## src/rtl/ahb_arbiter_pkg.sv

```systemverilog
// Shared types and width helpers for the AHB round-robin arbiter.
//   arb_state_e : arbiter FSM state encoding (IDLE / GRANT / HANDOVER)
//   idx_width   : width of a master index, clog2 with a floor of 1
//   cnt_width   : width of the tenure counter, wide enough to hold MAX_HOLD
package ahb_arb_pkg;

    typedef enum logic [1:0] {
        IDLE     = 2'd0,
        GRANT    = 2'd1,
        HANDOVER = 2'd2
    } arb_state_e;

    function automatic int idx_width(input int n);
        return (n <= 2) ? 1 : $clog2(n);
    endfunction

    function automatic int cnt_width(input int max_hold);
        return $clog2(max_hold + 1);
    endfunction

    localparam int DEFAULT_MAX_HOLD = 16;
    localparam int DEFAULT_CNT_W    = cnt_width(DEFAULT_MAX_HOLD);

endpackage

```

## src/rtl/ahb_arbiter_if.sv

```systemverilog
// Request/grant bundle between the bus masters and the arbiter.
//   hreq          : per-master level request
//   hready        : current transfer phase complete (gates preemption)
//   hgrant        : registered one-hot grant
//   hmaster       : current / most recent owner index (mux select)
//   hmaster_valid : high exactly when hgrant is nonzero
// Modports: master = requester side, slave = arbiter side.
interface ahb_arbiter_if
    import ahb_arb_pkg::*;
#(
    parameter int NUM_MASTERS = 4
) ();

    localparam int IW = idx_width(NUM_MASTERS);

    logic [NUM_MASTERS-1:0] hreq;
    logic                   hready;
    logic [NUM_MASTERS-1:0] hgrant;
    logic [IW-1:0]          hmaster;
    logic                   hmaster_valid;

    modport master (
        output hreq, hready,
        input  hgrant, hmaster, hmaster_valid
    );

    modport slave (
        input  hreq, hready,
        output hgrant, hmaster, hmaster_valid
    );

endinterface

```

## src/rtl/ahb_arbiter_rr_pick.sv

```systemverilog
// Combinational round-robin picker.
//   req     : request vector
//   last    : index of the previous winner (lowest priority this round)
//   winner  : first requesting index searching upward from last+1, wrapping
//   any_req : at least one request is present (winner is only meaningful then)
module rr_pick
    import ahb_arb_pkg::*;
#(
    parameter int NUM_MASTERS = 4,
    parameter int IW          = idx_width(NUM_MASTERS)
) (
    input  logic [NUM_MASTERS-1:0] req,
    input  logic [IW-1:0]          last,
    output logic [IW-1:0]          winner,
    output logic                   any_req
);

    logic [IW-1:0] idx;
    logic          found;

    assign any_req = |req;

    // NOTE: combinational scratch variables use blocking '=' so each loop
    // iteration sees the previous one's result; flops elsewhere use '<='.
    always_comb begin
        winner = '0;
        found  = 1'b0;
        idx    = '0;
        // Offset 1..N from last; offset N lands back on last itself so the
        // previous owner is considered, but only after everyone else.
        for (int i = 1; i <= NUM_MASTERS; i++) begin
            idx = IW'((int'(last) + i) % NUM_MASTERS);
            if (!found && req[idx]) begin
                winner = idx;
                found  = 1'b1;
            end
        end
    end

endmodule

```

## src/rtl/ahb_arbiter.sv

```systemverilog
// Round-robin AHB bus arbiter with bounded tenure.
//   hclk    : clock, rising edge
//   hresetn : asynchronous active-low reset
//   bus     : ahb_arbiter_if.slave (hreq/hready in, hgrant/hmaster/
//             hmaster_valid out, all outputs straight from flops)
// An owner keeps the bus while it requests; once it has spent MAX_HOLD
// cycles in GRANT and another master is waiting, it is revoked on the next
// cycle with hready high. Every change of owner passes through one dead
// HANDOVER cycle.
module ahb_arbiter
    import ahb_arb_pkg::*;
#(
    parameter int NUM_MASTERS = 4,
    parameter int MAX_HOLD    = 16
) (
    input  logic          hclk,
    input  logic          hresetn,
    ahb_arbiter_if.slave  bus
);

    localparam int IW = idx_width(NUM_MASTERS);
    localparam int CW = cnt_width(MAX_HOLD);
    localparam logic [CW-1:0] HOLD_MAX = CW'(MAX_HOLD);

    arb_state_e             state_q, state_d;
    logic [NUM_MASTERS-1:0] grant_q, grant_d;
    logic [IW-1:0]          master_q, master_d;
    logic [IW-1:0]          last_q, last_d;
    logic                   valid_q, valid_d;
    logic [CW-1:0]          cnt_q, cnt_d, cnt_inc;

    logic [IW-1:0]          winner;
    logic                   any_req;
    logic [NUM_MASTERS-1:0] win_onehot;
    logic                   owner_req;
    logic                   others_req;
    logic                   preempt;

    rr_pick #(
        .NUM_MASTERS (NUM_MASTERS),
        .IW          (IW)
    ) u_pick (
        .req     (bus.hreq),
        .last    (last_q),
        .winner  (winner),
        .any_req (any_req)
    );

    assign win_onehot = {{(NUM_MASTERS-1){1'b0}}, 1'b1} << winner;
    assign owner_req  = |(bus.hreq & grant_q);
    assign others_req = |(bus.hreq & ~grant_q);

    // cnt_inc is the count including the current GRANT cycle, so the owner
    // gets exactly MAX_HOLD GRANT cycles before a preemption can land.
    assign cnt_inc = (cnt_q == HOLD_MAX) ? cnt_q : cnt_q + CW'(1);
    assign preempt = (cnt_inc == HOLD_MAX) && others_req && bus.hready;

    // NOTE: every output of this block is assigned a default first, so no
    // path leaves a variable unassigned and no latch is inferred.
    always_comb begin
        state_d  = state_q;
        grant_d  = grant_q;
        master_d = master_q;
        last_d   = last_q;
        valid_d  = valid_q;
        cnt_d    = cnt_q;

        unique case (state_q)
            IDLE, HANDOVER: begin
                if (any_req) begin
                    state_d  = GRANT;
                    grant_d  = win_onehot;
                    master_d = winner;
                    last_d   = winner;
                    valid_d  = 1'b1;
                    cnt_d    = '0;
                end else begin
                    state_d  = IDLE;
                    grant_d  = '0;
                    valid_d  = 1'b0;
                end
            end
            GRANT: begin
                cnt_d = cnt_inc;
                if (!owner_req || preempt) begin
                    // hmaster keeps the old index through the dead cycle.
                    state_d = HANDOVER;
                    grant_d = '0;
                    valid_d = 1'b0;
                end
            end
            default: begin
                state_d = IDLE;
                grant_d = '0;
                valid_d = 1'b0;
            end
        endcase
    end

    always_ff @(posedge hclk or negedge hresetn) begin
        if (!hresetn) begin
            state_q  <= IDLE;
            grant_q  <= '0;
            master_q <= '0;
            last_q   <= IW'(NUM_MASTERS - 1);
            valid_q  <= 1'b0;
            cnt_q    <= '0;
        end else begin
            state_q  <= state_d;
            grant_q  <= grant_d;
            master_q <= master_d;
            last_q   <= last_d;
            valid_q  <= valid_d;
            cnt_q    <= cnt_d;
        end
    end

    assign bus.hgrant        = grant_q;
    assign bus.hmaster       = master_q;
    assign bus.hmaster_valid = valid_q;

endmodule

```

## src/flat_wrapper.sv

```systemverilog
// flat-port wrapper written by rule: the top's interface ports become plain ports
module ahb_arbiter_flat import ahb_arb_pkg::*;
#(
    parameter int NUM_MASTERS = 4,
    parameter int MAX_HOLD    = 16
)
  (hclk, hresetn, bus_hreq, bus_hready, bus_hgrant, bus_hmaster, bus_hmaster_valid);
  ahb_arbiter_if #(.NUM_MASTERS(NUM_MASTERS)) bus_i ();
  input  logic hclk;
  input  logic hresetn;
  input wire logic [$bits(bus_i.hreq)-1:0] bus_hreq;
  input wire logic [$bits(bus_i.hready)-1:0] bus_hready;
  output wire logic [$bits(bus_i.hgrant)-1:0] bus_hgrant;
  output wire logic [$bits(bus_i.hmaster)-1:0] bus_hmaster;
  output wire logic [$bits(bus_i.hmaster_valid)-1:0] bus_hmaster_valid;
  assign bus_i.hreq = bus_hreq;
  assign bus_i.hready = bus_hready;
  assign bus_hgrant = bus_i.hgrant;
  assign bus_hmaster = bus_i.hmaster;
  assign bus_hmaster_valid = bus_i.hmaster_valid;
  ahb_arbiter #(.NUM_MASTERS(NUM_MASTERS), .MAX_HOLD(MAX_HOLD)) u_core (.hclk(hclk), .hresetn(hresetn), .bus(bus_i));
endmodule
```

## config.mk

```make
export PLATFORM = sky130hd
export DESIGN_NAME = ahb_arbiter_flat
export DESIGN_NICKNAME = d
export VERILOG_FILES = /design/src/rtl/ahb_arbiter_pkg.sv /design/src/rtl/ahb_arbiter_if.sv /design/src/rtl/ahb_arbiter_rr_pick.sv /design/src/rtl/ahb_arbiter.sv /design/src/flat_wrapper.sv
export SDC_FILE = /design/constraint.sdc
export NUM_CORES = 1
export LEC_CHECK = 0
export BUFFER_PORTS_ARGS = -buffer_cell sky130_fd_sc_hd__buf_2
export CAP_MARGIN = 10
export CORE_AREA = 4 4 51 53
export CTS_CLUSTER_SIZE = 10
export DETAILED_ROUTE_END_ITERATION = 16
export DIE_AREA = 0 0 55 57
export GPL_ROUTABILITY_DRIVEN = 0
export PLACE_DENSITY = 0.64
export SLEW_MARGIN = 0
export SYNTH_ARGS = -nofsm -noshare
export SYNTH_HDL_FRONTEND = slang
export SYNTH_SLANG_ARGS = --single-unit
```

## constraint.sdc

```tcl
create_clock -name hclk -period 1.9 [get_ports hclk]
set_input_delay 0.19 -clock hclk [delete_from_list [all_inputs] [get_ports hclk]]
set_output_delay 0.19 -clock hclk [all_outputs]
set_load 0.02 [all_outputs]
```

==> key figures, run 1 <==
Outcome
  – Result of the run: completed

Job
  – Max_cap viols: 0

STA
  – Hold Violations, Final: 0
  – Maximum clock rate: 570 MHz
  – RSZ-0062 raised after global routing: false
  – Period minus WS final: about 1.8 ns
  – Clk_skew: around 0.0072 ns
  – Period utilization: 0.924
  – Total of endpoints with negative setup slack in the final report: 0
  – Max_slew headroom: 0.621
  – Max-slew violation count: 0
  – Setup TNS: 0 ns
  – Worst Tran Pin Value: 0.565 ns

Worst setup path
  – Family of cells with the greatest summed delay on the critical path: compound AO/OA/AOI/OAI gates
  – Bufs and invs on worst path: 1
  – Setup crit start kind: flop
  – Worst EP required: about 2.1 ns
  – Cell with the biggest individual delay on the critical path: dfrtp_1
  – Critical path capture point type: flop
  – Max incr delay on CP: a little over 0.4 ns
  – Data arrival at the endpoint of the critical path: just under 2 ns
  – Maximum fanout encountered on the critical timing path: 5
  – Cell-by-cell listing of the critical path: inv_1 > ha_1 > nor2b_1 > o41ai_4 > o211a_1 > a211o_1
  – Type of the worst setup path: reg2reg

Pwr
  – Power Total: roughly 1800 uW
  – Static Leakage: between 0.0005 and 0.0006 uW
  – Total power per unit cell area: 1480 nW/um^2
  – Maximum ir drop on the vdd rail: approximately 0.8 mV

Finish
  – Diodes inserted: 0
  – Post-layout instance count excluding filler cells: 160
  – Area growth, synth to finish: 16.6%
  – Share of final-layout standard cells stronger than drive strength 1: 0.280
  – Nets: about 140
  – Number of fillers in the final layout: 222
  – Highest-count cells in the layout ignoring fill and taps: buf_2, dfrtp_1, nand2_1

Route
  – Drt drc: 0
  – Number of iterations in the first detailed-routing pass: 4
  – Wire length after detailed routing: between 2000 and 2500 um
  – Vias after detailed routing: slightly above 900
  – DRC marker count from the first detailed-route iteration: 27
  – Vias per cell: between 5 and 6
  – Post-route ant nets: 0
  – Average wire per cell in the routed design: roughly 15 um

Floorplanning
  – Initial cell density of the core: 0.480
  – Die Width: between 50 and 60 um
  – Die footprint: about 3100 um^2
  – Row cnt: 17
  – Core box area: 2150 um^2
  – Count of boundary I/O pins: 14
  – Floorplan die height: 57 um

Synthesis
  – Area contributors post-synth: dfrtp_1, dfstp_2, nand2_1
  – Net count after synthesis: roughly 120
  – Yosys top cell by area: dfrtp_1
  – Number of flops mapped to enable cells by yosys: 0
  – Synthesized area divided by synthesized cell count: about 9.4 um^2
  – Synthesized area: between 1000 and 1500 um^2
  – Yosys synthesis warning count: 0
  – Count of unique library cells instantiated by Yosys: 47
  – Post-synthesis async set-or-reset flop share: 1.00
  – Sequential area share after synthesis: 0.366
  – Primary flip-flop cell chosen by synthesis mapping: dfrtp_1
  – Area share of the largest cell type after synthesis: 0.315
  – Yosys reg bits: 15
  – Cell count after synthesis: 110

Global route
  – Antenna violations before repair: 0
  – Overflow left after global routing: 0
  – Pin count of the biggest net entering global routing: 16
  – Via count of the first global-routing pass: just under 900
  – Gr usage total: 0.181
  – Wire length of the first global-routing pass: between 4000 and 5000 um

Placement
  – Detailed-placement wirelength estimate: roughly 1800 um
  – # port buffers: 13
  – Inst Count DP: ~150

Clock network
  – CTS root buffer: clkbuf_4
  – TritonCTS Sinks: 15
  – Clock network latency to the later pin of the worst-skew pair: around 0.29 ns
  – TritonCTS buffer count: 3
  – H-tree levels: 1
  – Maximum number of buffers from clock root to sink: 2
  – Clock transition at the registers of the reported paths: approximately 0.090 ns
  – Clock tree from TritonCTS: done

Hold path
  – Classification of the worst-slack hold path: in2async
-- state kept, by name, indices dropped and copies added, names as in the netlist --
signal	flops
u_core.last_q	2
u_core.cnt_q	5
u_core.bus.hmaster	2
u_core.state_q	2
u_core.bus.hgrant	4
-- worst reg2reg max path, cell delays in order (launching register included) --
cell	delay [ns]
dfrtp_1	0.41
inv_1	0.08
ha_1	0.31
nor2b_1	0.21
o41ai_4	0.15
o211a_1	0.22
a211o_1	0.26
-- metrics by stage --
stage / utilization / worst slack, ns / hold WS (ns) / cell area (um^2)
floorplan: - / 0.210 / -0.106 / 1030
global placement: 0.540 / 0.211 / 0.110 / 1160
detailed placement: 0.540 / 0.161 / 0.113 / 1160
CTS: 0.557 / 0.0969 / 0.326 / 1200
global route: 0.560 / 0.0299 / 0.338 / 1200
finish: 0.560 / 0.144 / 0.323 / 1200
-- path summary, 6_finish.rpt --
path	from	endpoint	slack [ns]	cells after the start
max in group asynchronous	hresetn	u_core.last_q[1]	1.27	2
hold / removal	hresetn	u_core.cnt_q[4]	0.32	2
setup / recovery	u_core.cnt_q[0]	u_core.bus.hgrant[0]	0.14	6
hold reg to reg	u_core.bus.hmaster[1]	u_core.bus.hmaster[1]	0.49	2
setup reg to reg	u_core.cnt_q[0]	u_core.bus.hgrant[0]	0.14	6
min in group hclk	bus_hready	u_core.bus.hgrant[2]	0.42	5
-- report_power, final --
group	leakage, uW	internal, uW	switching (uW)
Sequential	0.000190	466	143
Combinational	0.000340	415	566
Clock	0.0000150	81.7	106
-- cells in the mapped netlist (all sizes together), types with 3 or more instances --
| cell | count |
|---|---|
| dfrtp | 13 |
| nand2 | 12 |
| nor2 | 9 |
| nor2b | 7 |
| o211ai | 7 |
| nor3 | 5 |
| a21oi | 4 |
| nand3 | 4 |
| a21boi | 3 |
| inv | 3 |
| o21ai | 3 |
-- cell type report --
type                            count  area [um^2]  area share
Multi-Input combinational cell     90          633       0.526
Sequential cell                    15          378       0.314
Timing Repair Buffer               20          120      0.0998
Tap cell                           28         35.0      0.0291
Clock buffer                        4         26.3      0.0218
Inverter                            3         11.3     0.00936
-- repair_timing --
action                                  CTS  global route
hold buffers                              1             0
endpoints found under the setup margin    0             1
buffers inserted                          0             1
hold endpoints to repair                 13             0
resized for setup                         0             0
-- layer usage --
metal  vias up  track usage  part of all wire
li1        456            -                 -
met1       448        0.277              0.48
met2        22        0.245              0.46
met3         5       0.0313             0.040
met4         0       0.0833             0.019
met5         -            0                 0
-- cells by family (layout without fill, tap and decap cells) --
group | Yosys count | in the layout | share of synthesized area
compound gates | 32 | 32 | 0.269
buf+inv | 5 | 27 | 0.0206
fa+ha+maj | 2 | 2 | 0.0242
simple gates | 53 | 53 | 0.292
mux | 2 | 2 | 0.0194
xor+xnor | 1 | 1 | 0.00849
flops | 15 | 15 | 0.366
(Power assumes the default switching activity.)
==> inputs of run 2 (changes only) <==
--- a/config.mk
+++ b/config.mk
@@ -5,6 +5,7 @@
 export SDC_FILE = /design/constraint.sdc
 export NUM_CORES = 1
 export LEC_CHECK = 0
+export ABC_AREA = 1
 export BUFFER_PORTS_ARGS = -buffer_cell sky130_fd_sc_hd__buf_2
 export CAP_MARGIN = 10
 export CORE_AREA = 4 4 51 53
@@ -12,7 +13,7 @@
 export DETAILED_ROUTE_END_ITERATION = 16
 export DIE_AREA = 0 0 55 57
 export GPL_ROUTABILITY_DRIVEN = 0
-export PLACE_DENSITY = 0.64
+export PLACE_DENSITY = 0.65
 export SLEW_MARGIN = 0
 export SYNTH_ARGS = -nofsm -noshare
 export SYNTH_HDL_FRONTEND = slang
==> key figures, run 2 <==
Outcome
  – Result of the run: completed

Worst setup path
  – Setup crit start kind: flop
  – Type of the worst setup path: reg2reg
  – Data arrival at the endpoint of the critical path: 1.88 ns
  – Worst EP required: 2.07 ns
  – Maximum fanout encountered on the critical timing path: 6
  – Critical path capture point type: flop

Synthesis
  – List of most frequent post-synthesis cells: nand2_1, inv_1, dfrtp_1
  – Top-count cell post-synth: nand2_1
  – Area share of the largest cell type after synthesis: 0.311
  – Post-synthesis async set-or-reset flop share: 1.00
  – Net count after synthesis: approximately 160
  – Number of flops mapped to enable cells by yosys: 0
  – Yosys top cell by area: dfrtp_1
  – Synthesized area divided by synthesized cell count: 7.07 um^2
  – Synthesized area: approximately 1000 um^2
  – Cell count after synthesis: between 100 and 150
  – Yosys synthesis warning count: 0
  – Area contributors post-synth: dfrtp_1, nand2_1, inv_1
  – Sequential area share after synthesis: 0.361
  – Yosys reg bits: 15
  – Primary flip-flop cell chosen by synthesis mapping: dfrtp_1
  – Count of unique library cells instantiated by Yosys: 23

Global route
  – Antenna violations before repair: 0
  – Gr usage total: 0.166
  – Overflow left after global routing: 0
  – Pin count of the biggest net entering global routing: 16
  – Via count of the first global-routing pass: about 900
  – Wire length of the first global-routing pass: 3870 um

Pwr
  – Power share of the sequential group: 0.292
  – Power Total: 1900 uW
  – Maximum ir drop on the vdd rail: 0.907 mV
  – Total power per unit cell area: about 1600 nW/um^2
  – Internal power consumption: 931 uW
  – Sw frac: 0.511
  – Part of the total power dissipated in the clock network: 0.093
  – Comb pwr share: 0.615
  – Switching power of the nets: ~970 uW
  – Static Leakage: around 0.00064 uW

Finish
  – Leading cell type in the layout, fill and taps excluded: nand2_1
  – Highest-count cells in the layout ignoring fill and taps: nand2_1, inv_1, buf_2, dfrtp_1
  – Layout Utilization: 0.547
  – Nets: roughly 180
  – Multi-input gate area in the final layout: 563 um^2
  – Share of final-layout standard cells stronger than drive strength 1: 0.242
  – Reg area: 378 um^2
  – Number of fillers in the final layout: 213
  – Max FFs per register: 5
  – Diodes inserted: 0
  – Register ranked first by flip-flop count: u_core.cnt_q
  – Area growth, synth to finish: 12.3%

Route
  – Highest routing layer actually used: met4
  – Vias per cell: ~5.0
  – Drt drc: 0
  – Met3 Wirelength: 84 um
  – Wire length after detailed routing: roughly 2100 um
  – Number of iterations in the first detailed-routing pass: 4
  – Wire length on met1: approximately 1100 um
  – Average wire per cell in the routed design: ~11 um
  – Routed length on met2: 928 um
  – Vias after detailed routing: between 900 and 1,000
  – Post-route ant nets: 0
  – DRC marker count from the first detailed-route iteration: 24

Clock network
  – PostCTS Resize Cnt: 0
  – CTS root buffer: clkbuf_4
  – Clock transition at the registers of the reported paths: around 0.09 ns
  – Clock network latency to the later pin of the worst-skew pair: 0.28 ns
  – TritonCTS buffer count: 3
  – Maximum number of buffers from clock root to sink: 2
  – H-tree levels: 1
  – TritonCTS Sinks: 15
  – Clock tree from TritonCTS: done
  – Buffers inserted during post-CTS setup optimization: 0

Floorplanning
  – Floorplan die height: between 50 and 60 um
  – Core box area: between 2000 and 2500 um^2
  – Die footprint: 3140 um^2
  – Initial cell density of the core: 0.487
  – Row cnt: 17
  – Count of boundary I/O pins: 14
  – Die Width: about 55 um

STA
  – Max-slew violation count: 0
  – Total of endpoints with negative setup slack in the final report: 0
  – Maximum clock rate: 585 MHz
  – RSZ-0062 raised after global routing: false
  – Period utilization: 0.900
  – Hold Violations, Final: 0
  – Setup TNS: 0 ns
  – PnR worst setup slack: between 0.15 and 0.2 ns
  – Worst Tran Pin Value: ~0.34 ns
  – Clk_skew: approximately 0.0076 ns
  – Max_slew headroom: 0.773
  – Period minus WS final: about 1.7 ns

Hold path
  – Classification of the worst-slack hold path: in2async

Placement
  – Detailed-placement wirelength estimate: approximately 1700 um
  – Dpl ws: ~0.22 ns
  – # port buffers: 13

Job
  – Max_cap viols: 0
-- run 2: cell count changes after synthesis, moves of 5 or more --
cell | before | now
nand2_2 | 0 | 9
nor2b_1 | 7 | 0
nand3_1 | 4 | 10
inv_1 | 3 | 21
nand2_1 | 12 | 44
nor3_1 | 5 | 0
o211ai_1 | 6 | 0
-- run 2: metal layers --
layer,global-route usage,up-vias
li1,-,505
met1,0.240,429
met4,0.0799,0
met3,0.0261,4
met5,0,-
met2,0.238,27
-- run 2: metrics by stage --
stage                     cell area, um^2  hold WS (ns)  instances
after floorplan                      1050        -0.106        148
after global placement               1140         0.112        188
after detailed placement             1140         0.115        188
after CTS                            1170         0.329        193
after global routing                 1170         0.379        193
final                                1170         0.331        193
-- run 2: area by class of cell --
class / instances / share of cell area
Timing Repair Buffer: 15 / 0.0703
Multi-Input combinational cell: 107 / 0.479
Sequential cell: 15 / 0.322
Tap cell: 28 / 0.0298
Inverter: 24 / 0.0767
Clock buffer: 4 / 0.0224
-- run 2: power groups by stage --
stage	Combinational (uW)	Clock, uW	Sequential, uW
after detailed placement	1160	0	561
after floorplan	899	0	593
after global routing	1340	202	577
after global placement	1160	0	555
final	1170	177	557
after CTS	1170	188	556
-- run 2: timing repair --
action,4_1_cts,5_1_grt
endpoints found under the setup margin,0,0
endpoints found under the hold margin,13,0
hold buffers,1,0
-- run 2: final timing paths --
kind | startpoint | to | slack [ns] | depth (start not counted)
max | u_core.last_q[0] | u_core.bus.hgrant[3] | 0.19 | 12
min | hresetn | u_core.state_q[1] | 0.33 | 2
max reg2reg | u_core.last_q[0] | u_core.bus.hgrant[3] | 0.19 | 12
min reg2reg | u_core.bus.hmaster[1] | u_core.bus.hmaster[1] | 0.49 | 2
max in group asynchronous | hresetn | u_core.last_q[1] | 1.27 | 2
min in group hclk | bus_hreq[2] | u_core.state_q[0] | 0.42 | 5
-- run 2: critical path: stages, from the launching register on --
cell	delay, ns
dfstp_2	0.60
buf_4	0.17
nand2_1	0.06
nand2_2	0.11
nand2_4	0.07
nand2_2	0.08
nor2_4	0.04
nand2_2	0.07
nor2_2	0.04
nor2_2	0.16
inv_2	0.07
nand3_1	0.08
nand2_1	0.06
-- run 2: cells by family (layout without fill, tap and decap cells) --
logic type	Yosys count	count (layout)	synth area share
adders and majority gates	2	2	0.0239
and+or+nand+nor	86	86	0.397
xor gates and xnor gates	2	2	0.0167
buffers and inverters	26	43	0.100
DFF	15	15	0.361
AOI/OAI and AO/OA	17	17	0.100
==> inputs of run 3 (changes only) <==
--- a/config.mk
+++ b/config.mk
@@ -6,14 +6,14 @@
 export NUM_CORES = 1
 export LEC_CHECK = 0
 export ABC_AREA = 1
-export BUFFER_PORTS_ARGS = -buffer_cell sky130_fd_sc_hd__buf_2
 export CAP_MARGIN = 10
 export CORE_AREA = 4 4 51 53
 export CTS_CLUSTER_SIZE = 10
 export DETAILED_ROUTE_END_ITERATION = 16
 export DIE_AREA = 0 0 55 57
+export DONT_BUFFER_PORTS = 1
 export GPL_ROUTABILITY_DRIVEN = 0
-export PLACE_DENSITY = 0.65
+export PLACE_DENSITY = 0.59
 export SLEW_MARGIN = 0
 export SYNTH_ARGS = -nofsm -noshare
 export SYNTH_HDL_FRONTEND = slang
==> key figures, run 3 (synthesis gave the netlist of run 2 again) <==
STA
  – Worst Tran Pin Value: 0.718 ns
  – Total of endpoints with negative setup slack in the final report: 0
  – Period minus WS final: about 1.7 ns
  – RSZ-0062 raised after global routing: false
  – Max_slew headroom: 0.520
  – Period utilization: 0.890
  – Max-slew violation count: 0
  – Maximum clock rate: 592 MHz
  – Hold Violations, Final: 0
  – Clk_skew: between 0.005 and 0.006 ns
  – Setup TNS: 0 ns

Job
  – Max_cap viols: 0

Finish
  – Post-layout instance area: 1110 um^2
  – Highest-count cells in the layout ignoring fill and taps: nand2_1, inv_1, dfrtp_1
  – Leading cell type in the layout, fill and taps excluded: nand2_1
  – Area growth, synth to finish: 6.10%
  – Max FFs per register: 5
  – Nets: between 150 and 200
  – Register ranked first by flip-flop count: u_core.cnt_q
  – Share of final-layout standard cells stronger than drive strength 1: 0.178
  – Diodes inserted: 0
  – Number of fillers in the final layout: between 200 and 250

Clock network
  – Clock tree from TritonCTS: done
  – TritonCTS buffer count: 3
  – Clock network latency to the later pin of the worst-skew pair: 0.29 ns
  – CTS root buffer: clkbuf_4
  – Clock transition at the registers of the reported paths: 0.09 ns
  – H-tree levels: 1
  – Maximum number of buffers from clock root to sink: 2
  – TritonCTS Sinks: 15

Hold path
  – Classification of the worst-slack hold path: in2reg
  – Worst hold endpoint: u_core.state_q[0]
  – Worst min-delay path startpoint: bus_hreq[3]
  – Hold depth: 4

Pwr
  – Static Leakage: slightly below 0.0006 uW
  – Total power per unit cell area: approximately 1700 nW/um^2
  – Maximum ir drop on the vdd rail: between 0.9 and 1 mV

Worst setup path
  – RR Startpoint: u_core.last_q[0]
  – Worst EP required: roughly 2.1 ns
  – Setup slack of the most critical reg-to-reg path: 0.21 ns
  – Cell count of the worst reg-to-reg path: 12
  – Reg-to-reg endpoint: u_core.bus.hgrant[3]
  – Critical path capture point type: flop
  – Setup crit start kind: flop
  – Type of the worst setup path: reg2reg
  – Maximum fanout encountered on the critical timing path: 7
  – Data arrival at the endpoint of the critical path: between 1.5 and 2 ns

Route
  – Wire length on met1: approximately 1100 um
  – Met3 Wirelength: approximately 150 um
  – Drt drc: 0
  – DRC marker count from the first detailed-route iteration: 26
  – Vias after detailed routing: 921
  – Wire length after detailed routing: 2290 um
  – Routed length on met2: 999 um
  – Number of iterations in the first detailed-routing pass: 4
  – Vias per cell: a little over 5
  – Post-route ant nets: 0
  – Average wire per cell in the routed design: 12.7 um
  – Highest routing layer actually used: met4

Floorplanning
  – Die Width: 55 um
  – Count of boundary I/O pins: 14
  – Row cnt: 17
  – Core box area: ~2100 um^2
  – Floorplan die height: 57 um
  – Initial cell density of the core: 0.487
  – Die footprint: 3140 um^2

Global route
  – Pin count of the biggest net entering global routing: 16
  – Gr usage total: 0.177
  – Antenna violations before repair: 0
  – Wire length of the first global-routing pass: 4080 um
  – Via count of the first global-routing pass: roughly 910
  – Overflow left after global routing: 0

Placement
  – # port buffers: 0
  – Detailed-placement wirelength estimate: around 1800 um
  – Post-detailed-placement cell area: approximately 1100 um^2

Outcome
  – Result of the run: completed
==> run 3: cell types whose count changed in the layout (fill, tap and decap cells not counted) <==
cell,before,now
buf_2,13,0
==> run 3: routing by layer <==
layer	vias up	global-route usage
met3	5	0.0496
met1	415	0.260
met5	-	0
met4	0	0.0660
li1	480	-
met2	21	0.243
==> run 3: repair_timing <==
action	4_1_cts	5_1_grt
setup buffers	0	0
hold buffers	1	0
resized for setup	0	0
endpoints found under the hold margin	15	0
==> run 3: critical path: stages (launching register included) <==
cell and delay, ns:
dfstp_2 0.59, buf_4 0.17, nand2_2 0.07, nand2_2 0.08, nand2_1 0.05, nand2_1 0.12, nor2_4 0.06, nand2_2 0.06
nor2_2 0.04, nor2_2 0.17, inv_2 0.08, nand3_1 0.08, nand2_1 0.05
==> run 3: layout make-up <==
| cell class | count | area (um^2) | area share |
|---|---|---|---|
| multi-input combinational | 107 | 563 | 0.507 |
| sequential | 15 | 378 | 0.340 |
| inverter | 24 | 90.1 | 0.0812 |
| tap | 28 | 35.0 | 0.0316 |
| clock buffer | 4 | 26.3 | 0.0237 |
| timing repair buffer | 2 | 17.5 | 0.0158 |
==> run 3: how the worst max path moves through the flow <==
stage | startpoint | endpoint | cells past startpoint
6_report | u_core.last_q[0] | u_core.bus.hgrant[3] | 12
3_5_place_dp | u_core.last_q[0] | u_core.bus.hgrant[3] | 12
2_1_floorplan | u_core.last_q[0] | u_core.bus.hgrant[3] | 12
4_1_cts | u_core.last_q[0] | u_core.bus.hgrant[3] | 12
5_1_grt | u_core.last_q[0] | u_core.last_q[0] | 10
3_3_place_gp | u_core.last_q[0] | u_core.bus.hgrant[3] | 12
==> run 3: per-stage QoR <==
step | hold slack, ns | worst slack [ns] | cells | util | total power, uW
after floorplan | -0.106 | 0.410 | 148 | - | 1490
after global routing | 0.321 | 0.0685 | 180 | 0.517 | 2070
final | 0.287 | 0.210 | 180 | 0.517 | 1880
after CTS | 0.282 | 0.200 | 180 | 0.517 | 1880
after global placement | -0.105 | 0.269 | 175 | 0.500 | 1660
after detailed placement | -0.105 | 0.214 | 175 | 0.500 | 1670
==> run 3: power breakdown <==
group	internal [uW]	switching [uW]	total, uW
Sequential	453	168	621
Combinational	359	708	1070
Clock	81.6	107	188
Total	893	983	1880
